### config.mk
export PLATFORM = sky130hd
export DESIGN_NAME = instr_fetch
export DESIGN_NICKNAME = d
export VERILOG_FILES = /design/src/rtl/instr_fetch.sv
export SDC_FILE = /design/constraint.sdc
export NUM_CORES = 1
export LEC_CHECK = 0
export CELL_PAD_IN_SITES_DETAIL_PLACEMENT = 0
export CELL_PAD_IN_SITES_GLOBAL_PLACEMENT = 1
export CORE_MARGIN = 5
export CORE_UTILIZATION = 35
export DETAILED_ROUTE_END_ITERATION = 6
export GPL_TIMING_DRIVEN = 0
export HOLD_SLACK_MARGIN = 0.15
export PLACE_DENSITY_LB_ADDON = 0.15
export SYNTH_ARGS = -nofsm -noshare
export SYNTH_HDL_FRONTEND = slang
export SYNTH_SLANG_ARGS = --single-unit
### constraint.sdc
create_clock -name clk -period 3.15 [get_ports clk]
set_clock_uncertainty 0.15 [all_clocks]
set_input_delay 0.63 -clock clk [delete_from_list [all_inputs] [get_ports clk]]
set_output_delay 0.63 -clock clk [all_outputs]
set_load 0.01 [all_outputs]
### src/rtl/instr_fetch.sv
// instr_fetch: instruction-fetch stage plus IF/ID pipeline register.
// Holds the PC, requests words from instruction memory and hands each word
// with its opcode and PC+4 to decode. Decode back-pressure is absorbed by a
// one-entry skid buffer. A taken redirect flushes everything and refetches.
// Optional build macro: IFETCH_PERF_EN adds fetch_count / stall_count.
module instr_fetch #(
  parameter logic [31:0] RESET_PC = 32'h0000_0000
) (
  input  logic        clk,
  input  logic        rst,
  output logic        imem_req,
  output logic [31:0] imem_addr,
  input  logic        imem_ready,
  input  logic [31:0] imem_rdata,
  input  logic        stall,
  input  logic        redirect,
  input  logic [31:0] redirect_pc,
  output logic        if_valid,
  output logic [31:0] if_instr,
  output logic [5:0]  if_opcode,
  output logic [31:0] if_pc4
`ifdef IFETCH_PERF_EN
  ,
  output logic [31:0] fetch_count,
  output logic [31:0] stall_count
`endif
);

  localparam logic [0:0]  ST_FETCH   = 1'b0;
  localparam logic [0:0]  ST_BLOCKED = 1'b1;
  localparam logic [31:0] PC_MASK    = 32'hFFFF_FFFC;

  logic [0:0]  state_r, state_n;
  logic [31:0] pc_r, pc_n;
  logic        valid_r, valid_n;
  logic [31:0] instr_r, instr_n;
  logic [31:0] pc4_r, pc4_n;
  logic [31:0] skid_instr_r, skid_instr_n;
  logic [31:0] skid_pc4_r, skid_pc4_n;
  logic [31:0] pc_plus4_s;
  logic        load_s;

  assign pc_plus4_s = pc_r + 32'd4;

  // Request only while fetching; a reset cycle never issues a request.
  assign imem_req  = (state_r == ST_FETCH) && !rst;
  assign imem_addr = pc_r;

  assign if_valid  = valid_r;
  assign if_instr  = instr_r;
  assign if_pc4    = pc4_r;
  // Opcode field is taken straight from IF/ID so it adds no latency.
  assign if_opcode = instr_r[31:26];

  // Next-state decision: redirect first, then the FETCH/BLOCKED handshake.
  always_comb begin
    state_n      = state_r;
    pc_n         = pc_r;
    valid_n      = valid_r;
    instr_n      = instr_r;
    pc4_n        = pc4_r;
    skid_instr_n = skid_instr_r;
    skid_pc4_n   = skid_pc4_r;
    load_s       = 1'b0;
    if (redirect) begin
      // Flush: any word returned this cycle and the skid entry are dropped.
      state_n      = ST_FETCH;
      pc_n         = redirect_pc & PC_MASK;
      valid_n      = 1'b0;
      instr_n      = 32'h0000_0000;
      skid_instr_n = 32'h0000_0000;
      skid_pc4_n   = 32'h0000_0000;
    end else begin
      case (state_r)
        ST_FETCH: begin
          if (imem_ready && !stall) begin
            valid_n = 1'b1;
            instr_n = imem_rdata;
            pc4_n   = pc_plus4_s;
            pc_n    = pc_plus4_s;
            load_s  = 1'b1;
          end else if (imem_ready) begin
            // Decode is busy: park the word and stop requesting.
            skid_instr_n = imem_rdata;
            skid_pc4_n   = pc_plus4_s;
            state_n      = ST_BLOCKED;
          end else if (!stall) begin
            // Nothing arrived: present a NOP bubble.
            valid_n = 1'b0;
            instr_n = 32'h0000_0000;
          end else begin
            state_n = ST_FETCH;
          end
        end
        ST_BLOCKED: begin
          if (!stall) begin
            valid_n      = 1'b1;
            instr_n      = skid_instr_r;
            pc4_n        = skid_pc4_r;
            pc_n         = pc_plus4_s;
            skid_instr_n = 32'h0000_0000;
            skid_pc4_n   = 32'h0000_0000;
            state_n      = ST_FETCH;
            load_s       = 1'b1;
          end else begin
            state_n = ST_BLOCKED;
          end
        end
        default: begin
          state_n = ST_FETCH;
        end
      endcase
    end
  end

  // State, PC, IF/ID and skid registers with synchronous reset.
  always_ff @(posedge clk) begin
    if (rst) begin
      state_r      <= ST_FETCH;
      pc_r         <= RESET_PC & PC_MASK;
      valid_r      <= 1'b0;
      instr_r      <= 32'h0000_0000;
      pc4_r        <= 32'h0000_0000;
      skid_instr_r <= 32'h0000_0000;
      skid_pc4_r   <= 32'h0000_0000;
    end else begin
      state_r      <= state_n;
      pc_r         <= pc_n;
      valid_r      <= valid_n;
      instr_r      <= instr_n;
      pc4_r        <= pc4_n;
      skid_instr_r <= skid_instr_n;
      skid_pc4_r   <= skid_pc4_n;
    end
  end

`ifdef IFETCH_PERF_EN
  logic [31:0] fetch_cnt_r;
  logic [31:0] stall_cnt_r;

  // Performance counters: valid IF/ID loads and stalled valid cycles.
  always_ff @(posedge clk) begin
    if (rst) begin
      fetch_cnt_r <= 32'd0;
      stall_cnt_r <= 32'd0;
    end else begin
      if (load_s) begin
        fetch_cnt_r <= fetch_cnt_r + 32'd1;
      end else begin
        fetch_cnt_r <= fetch_cnt_r;
      end
      if (stall && valid_r) begin
        stall_cnt_r <= stall_cnt_r + 32'd1;
      end else begin
        stall_cnt_r <= stall_cnt_r;
      end
    end
  end

  assign fetch_count = fetch_cnt_r;
  assign stall_count = stall_cnt_r;
`endif

endmodule

**Word-level counts from Yosys, hierarchy flattened**

Index checks and enable logic that the tools add are counted.

- $add $sub $neg: 1
- Eq/ne operators: 8
- Muxes and demuxes: 26
- Bitwise gates (word level): 2
- Reduce and logical (&&, ||, !) cells: 10

Operators with widths:

| cell | count |
|---|---|
| 32-bit 2-to-1 mux | 12 |
| 32-bit case mux with 2 select lines | 5 |
| 32-bit by 3-bit adder with 32-bit output, second input constant | 1 |
| 3-bit by 2-bit inequality test with 1-bit output, second input constant | 3 |
| 3-bit AND reduction | 3 |
| 1-bit 2-to-1 mux | 7 |
| 2-bit inequality test, second input constant | 3 |
| 1-bit case mux with 2 select lines | 2 |
| 2-bit AND reduction | 2 |
| 3-bit inequality test, second input constant | 1 |
| 1-bit logical AND | 2 |
| 1-bit zero test | 2 |
| 2-bit by 1-bit inequality test with 1-bit output, second input constant | 1 |
| 1-bit NOT | 2 |
| 2-bit OR reduction | 1 |

- Register bits after elaboration: 162
- Input bits: 69
- Output and inout port bits: 104
- Logic and storage cells: 55

**Longest topological paths before layout**

- Depth in word-level cells: 5
- Mapped depth: 9
- Gate-level depth less buffers: 6

**Worst setup path after synthesis**

No wires, ideal clock.

- Kind: input -> register
- Start point: input imem_ready
- End point: register skid_pc4_r[21]
- Library setup time: 0.125 ns
- Arrival: 2.070 ns
- Required time: 2.875 ns
- Setup slack: 0.804 ns
- Stages: 9
- Path buffers: 4
- Cell sequence: buf_2 > nor2b_1 > and2_1 > clkbuf_1 > a21oi_2 > and2_1 > buf_2 > buf_2 > o2bb2ai_1

- Longest elaborated chain between the ends: 3
- Elaborated cells between the ends (all ways): 4
- Those cells by class: 2 x eq/ne; 2 x reduce/logical

Ends and longest elaborated chain:

| element | RTL line | source |
|---|---|---|
| from (decl) | 13 | `input logic imem_ready,` |
| 1-bit logical AND | 76 | `if (imem_ready && !stall) begin` |
| 2-bit inequality test (no line) | -- |  |
| 3-bit AND reduction (no line) * | -- |  |
| to (signal assigned) | 133 | `skid_pc4_r <= skid_pc4_n;` |
| to (decl) | 39 | `logic [31:0] skid_pc4_r, skid_pc4_n;` |

Mark *: on every way between the ends. The rest lies on a longest branch, timed or not.
A chain may end at the register's enable or synchronous reset.

**Worst setup path in the final report**

- Start point: input rst
- End point: output imem_req

- Longest elaborated chain between the ends: 2

Ends and longest elaborated chain:

| element | RTL line | source |
|---|---|---|
| from (decl) | 10 | `input logic rst,` |
| 1-bit zero test | 46 | `assign imem_req = (state_r == ST_FETCH) && !rst;` |
| 1-bit logical AND | 46 |  |
| to (decl) | 11 | `output logic imem_req,` |

No other way between the ends.

==> impl_results.md <==
* Max-Slew Margin vs Limit at ~49%
* GR Layer Usage met3 at under 10%
* Horiz. Die Dim at around 150 um
* Leak Pwr at 3.21 nW
* Sink Count at 156
* Fmax achieved at roughly 350 MHz
* Compound-Gate Fraction of Synth Area at between 20% and 30%
* Insertion delay to the later sink of the worst-skew pair at approximately 0.42 ns
* Tcrit/Tclk final at between 80% and 90%
* Num CTS Buffers at 17
* Worst r2r src: state_r
* Placed insts at around 1300
* Design area at 9590 sq um
* Grt total ovfl at 0
* Peak supply drop at about 0.35 mV
* Worst reg-to-reg path cell count at 9
* Multi-input logic area at 3490 sq um
* ANT cells at 0
* Cell taking the most area after synthesis: dfxtp_1
* Share of layout cells above drive strength 1 at 5.67%
* H-tree levels at 4
* Die Ht at 151 um
* Synth area leaders: dfxtp_1 45%, a21oi_1 6.7%, nor2_1 6.2%
* Post-DRT Antenna Nets at 0
* Post-CTS Setup Bufs at 0
* Max-cap violations at 0
* Cell Rows at ~50
* 1st-iter DRT viols at between 300 and 400
* TNS Setup at 0 ns
* WHS Path Cells at 1
* Flop pwr share at 43.6%
* CP endpoint kind: output pin
* Seq/Total Area, Yosys at around 45%
* Combinational power share at 11.9%
* Status: finished, final reports clean
* Critical Path Start Type: input pin
* Root Buffer: clkbuf_16
* Multiplexer area fraction after synthesis at less than 1%
* Largest net degree at the start of global routing at 17
* Setup WS pre-CTS at 0.113 ns
* Asr flop ratio synth at 0%
* Worst hold path type: reg -> reg
* R2R Setup Slk at 0.60 ns
* CP arrival at just over 2 ns
* GR Util All Layers at between 20% and 30%
* Required @ worst endpoint at roughly 2.4 ns
* PortBufs at roughly 160
* Initial antenna violation count at 0
* Crit path max fanout at 10
* Top Ports at ~170
* Hold Startpoint: skid_pc4_r[20]
* Synth unique cells at 51
* Non-filler cells, final at 1305
* Die area at ~23000 sq um
* Yosys warnings at 0
* Layout Nets at 1100
* Pwr dens at 501 nW/um^2
* Dpl cell area at ~9000 sq um
* # hold bufs at CTS at 0
* Synth Register Bits at 156
* Drt pass-1 iters at 5
* Met1 Use GR at 29.6%
* Via count at just under 7000
* Post-synthesis xor/xnor area fraction at 5.75%
* # DRC at 0
* Vias in the first global route at 6579
* WL/cell at 18.1 um
* Post-DP HPWL at roughly 17 mm
* Cells after Synth at ~850
* Core Footprint at around 20000 sq um
* Clock slew at reported path FFs at 0.06 ns
* Syn avg cell area at approximately 8.3 sq um
* Switching part of the total at roughly a quarter
* TritonCTS clock tree: yes
* Worst setup margin at approximately 0.33 ns
* Vias per cell at between 5 and 6
* Worst-Margin Slew at 0.759 ns
* First-pass GRT wire length at 36.5 mm
* Gr busiest metal: met2
* Slew Limit Fails at 0
* Total chip power at about 4.8 mW
* P_sw at roughly 1.2 mW
* Met2 Use GR at 30.9%
* GPL Wtd Cong at between 0.7 and 0.8
* Sequential Area at between 3000 and 4000 sq um
* Syn-to-layout area delta at 36.8%
* P_int at around 3.6 mW
* Synthesized cell area at 7010 sq um
* Worst hold endpoint: skid_pc4_r[20]
* Simple-Gate Fraction of Synth Area at approximately 22%
* Initial Util at 35.8%
* Fill count at 1967
* Post-Synth Adder-Cell Area at 0.179%
* Post-synth top area share at between 40% and 50%
* Post-synth top flop: dfxtp_1
* Max Buffers Root-to-Sink at 2
* RR Endpoint: skid_pc4_r[23]
* Post-synth EDFFs at 0
* Largest family of logic cells by synthesized area: simple AND/OR/NAND/NOR gates
* Setup CP Type: in -> out
* Final Hold Fails at 0
* RSZ-0062 raised after global routing: false
* Min cycle time layout at around 2.8 ns
* Clk network pwr share at 44.4%
* Drt total wl at 23.6 mm
* Setup Viol. Count Final at 0
layout make-up:
type / count / area share [%]
Multi-Input combinational cell: 600 / 36.4
Sequential cell: 156 / 32.6
Timing Repair Buffer: 163 / 17.0
Clock buffer: 22 / 5.16
Buffer: 84 / 3.93
Tap cell: 265 / 3.46
Clock inverter: 7 / 1.17
Inverter: 8 / 0.313
kinds of logic after synthesis:
family | Yosys count
XOR/XNOR | 46
buffers and inverters | 93
flip-flops | 156
multiplexers | 5
other | 1
adder cells (fa/ha/maj) | 1
AND/OR/NAND/NOR | 316
AO/OA/AOI/OAI | 228
what timing repair did:
action | in CTS | in global routing
gates cloned | 0 | 0
resized for setup | 1 | 0
endpoints found under the setup margin | 1 | 1
per-stage QoR:
step / util (%) / hold slack [ns]
floorplan: - / 0.274
global placement: 45.8 / 0.287
detailed placement: 45.8 / 0.289
CTS: 48.9 / 0.307
global route: 48.9 / 0.317
finish: 48.9 / 0.306
placed cells by master (no fill, tap or decap), types with 3 or more instances in the layout:
master           instances
a22oi_1                 43
nand3b_1                32
o21ai_0                 15
buf_1                   11
and4_1                   3
dfxtp_1                156
bufinv_16                3
o211ai_1                 5
buf_4                   11
buf_2                    9
nor4_1                  11
clkbuf_16               17
nand3_1                 13
a211oi_1                14
nand4_1                 11
and2_1                   3
clkbuf_8                 5
clkbuf_1                51
a21oi_1                 94
clkdlybuf4s50_1        163
clkinv_2                 3
o22ai_1                 16
and3_1                  17
xnor2_1                 36
a31oi_1                  5
nor3_1                  15
nand2_1                 75
inv_1                    8
nor2_1                 115
a311oi_1                 3
o2bb2ai_1               18
mux2i_1                  5
xor2_1                  10
or3_1                    5
nand2b_1                 8
conb_1                   4
a32oi_1                  3
worst max-delay path by stage:
| stage | start | end | slack [ns] | depth (start not counted) |
|---|---|---|---|---|
| after floorplan | imem_ready | skid_pc4_r[21] | 0.80 | 9 |
| after global placement | redirect | if_pc4[23] | 0.10 | 7 |
| after detailed placement | redirect | if_pc4[23] | 0.11 | 7 |
| after CTS | state_r | imem_req | 0.03 | 5 |
| after global routing | rst | imem_req | 0.26 | 4 |
| final | rst | imem_req | 0.33 | 4 |
state kept, by name (all words and copies together), names as in the netlist:
| register | count |
|---|---|
| state_r | 1 |
| imem_addr | 30 |
| if_instr | 32 |
| if_pc4 | 30 |
| skid_pc4_r | 30 |
| if_valid | 1 |
| skid_instr_r | 32 |
metal layers:
layer	wire length, um	vias up	part of all wire [%]
li1	-	3359	-
met5	0	-	0
met3	1350	31	5.7
met4	484	0	2.0
met1	11400	3165	48
met2	10400	194	44
cell usage after synthesis (all sizes together), types with 4 or more instances:
cell type	count
xor2	10
nand2b	8
and4	4
nand2	75
nor3	16
nor2	115
o21ai	15
dfxtp	156
inv	8
a22oi	43
o211ai	5
a31oi	5
a21oi	95
nand3	14
xnor2	36
o22ai	16
a211oi	14
and3	17
mux2i	5
or3	5
clkbuf	53
nor4	12
nand4	12
o2bb2ai	18
buf	32
nand3b	32
critical path, cell delays in order:
cell             delay (ns)
buf_1                  0.39
clkbuf_1               0.42
nor2_1                 0.09
clkdlybuf4s50_1        0.50
power by group through the flow:
stage                     Combinational [mW]  Clock [mW]  Sequential (mW)
after floorplan                        0.269           0             2.14
after global placement                 0.572           0             2.14
after detailed placement               0.572           0             2.14
after CTS                              0.576        2.17             2.09
after global routing                   0.623        2.25             2.10
final                                  0.572        2.13             2.09
Power figures use the tool's default switching activity.
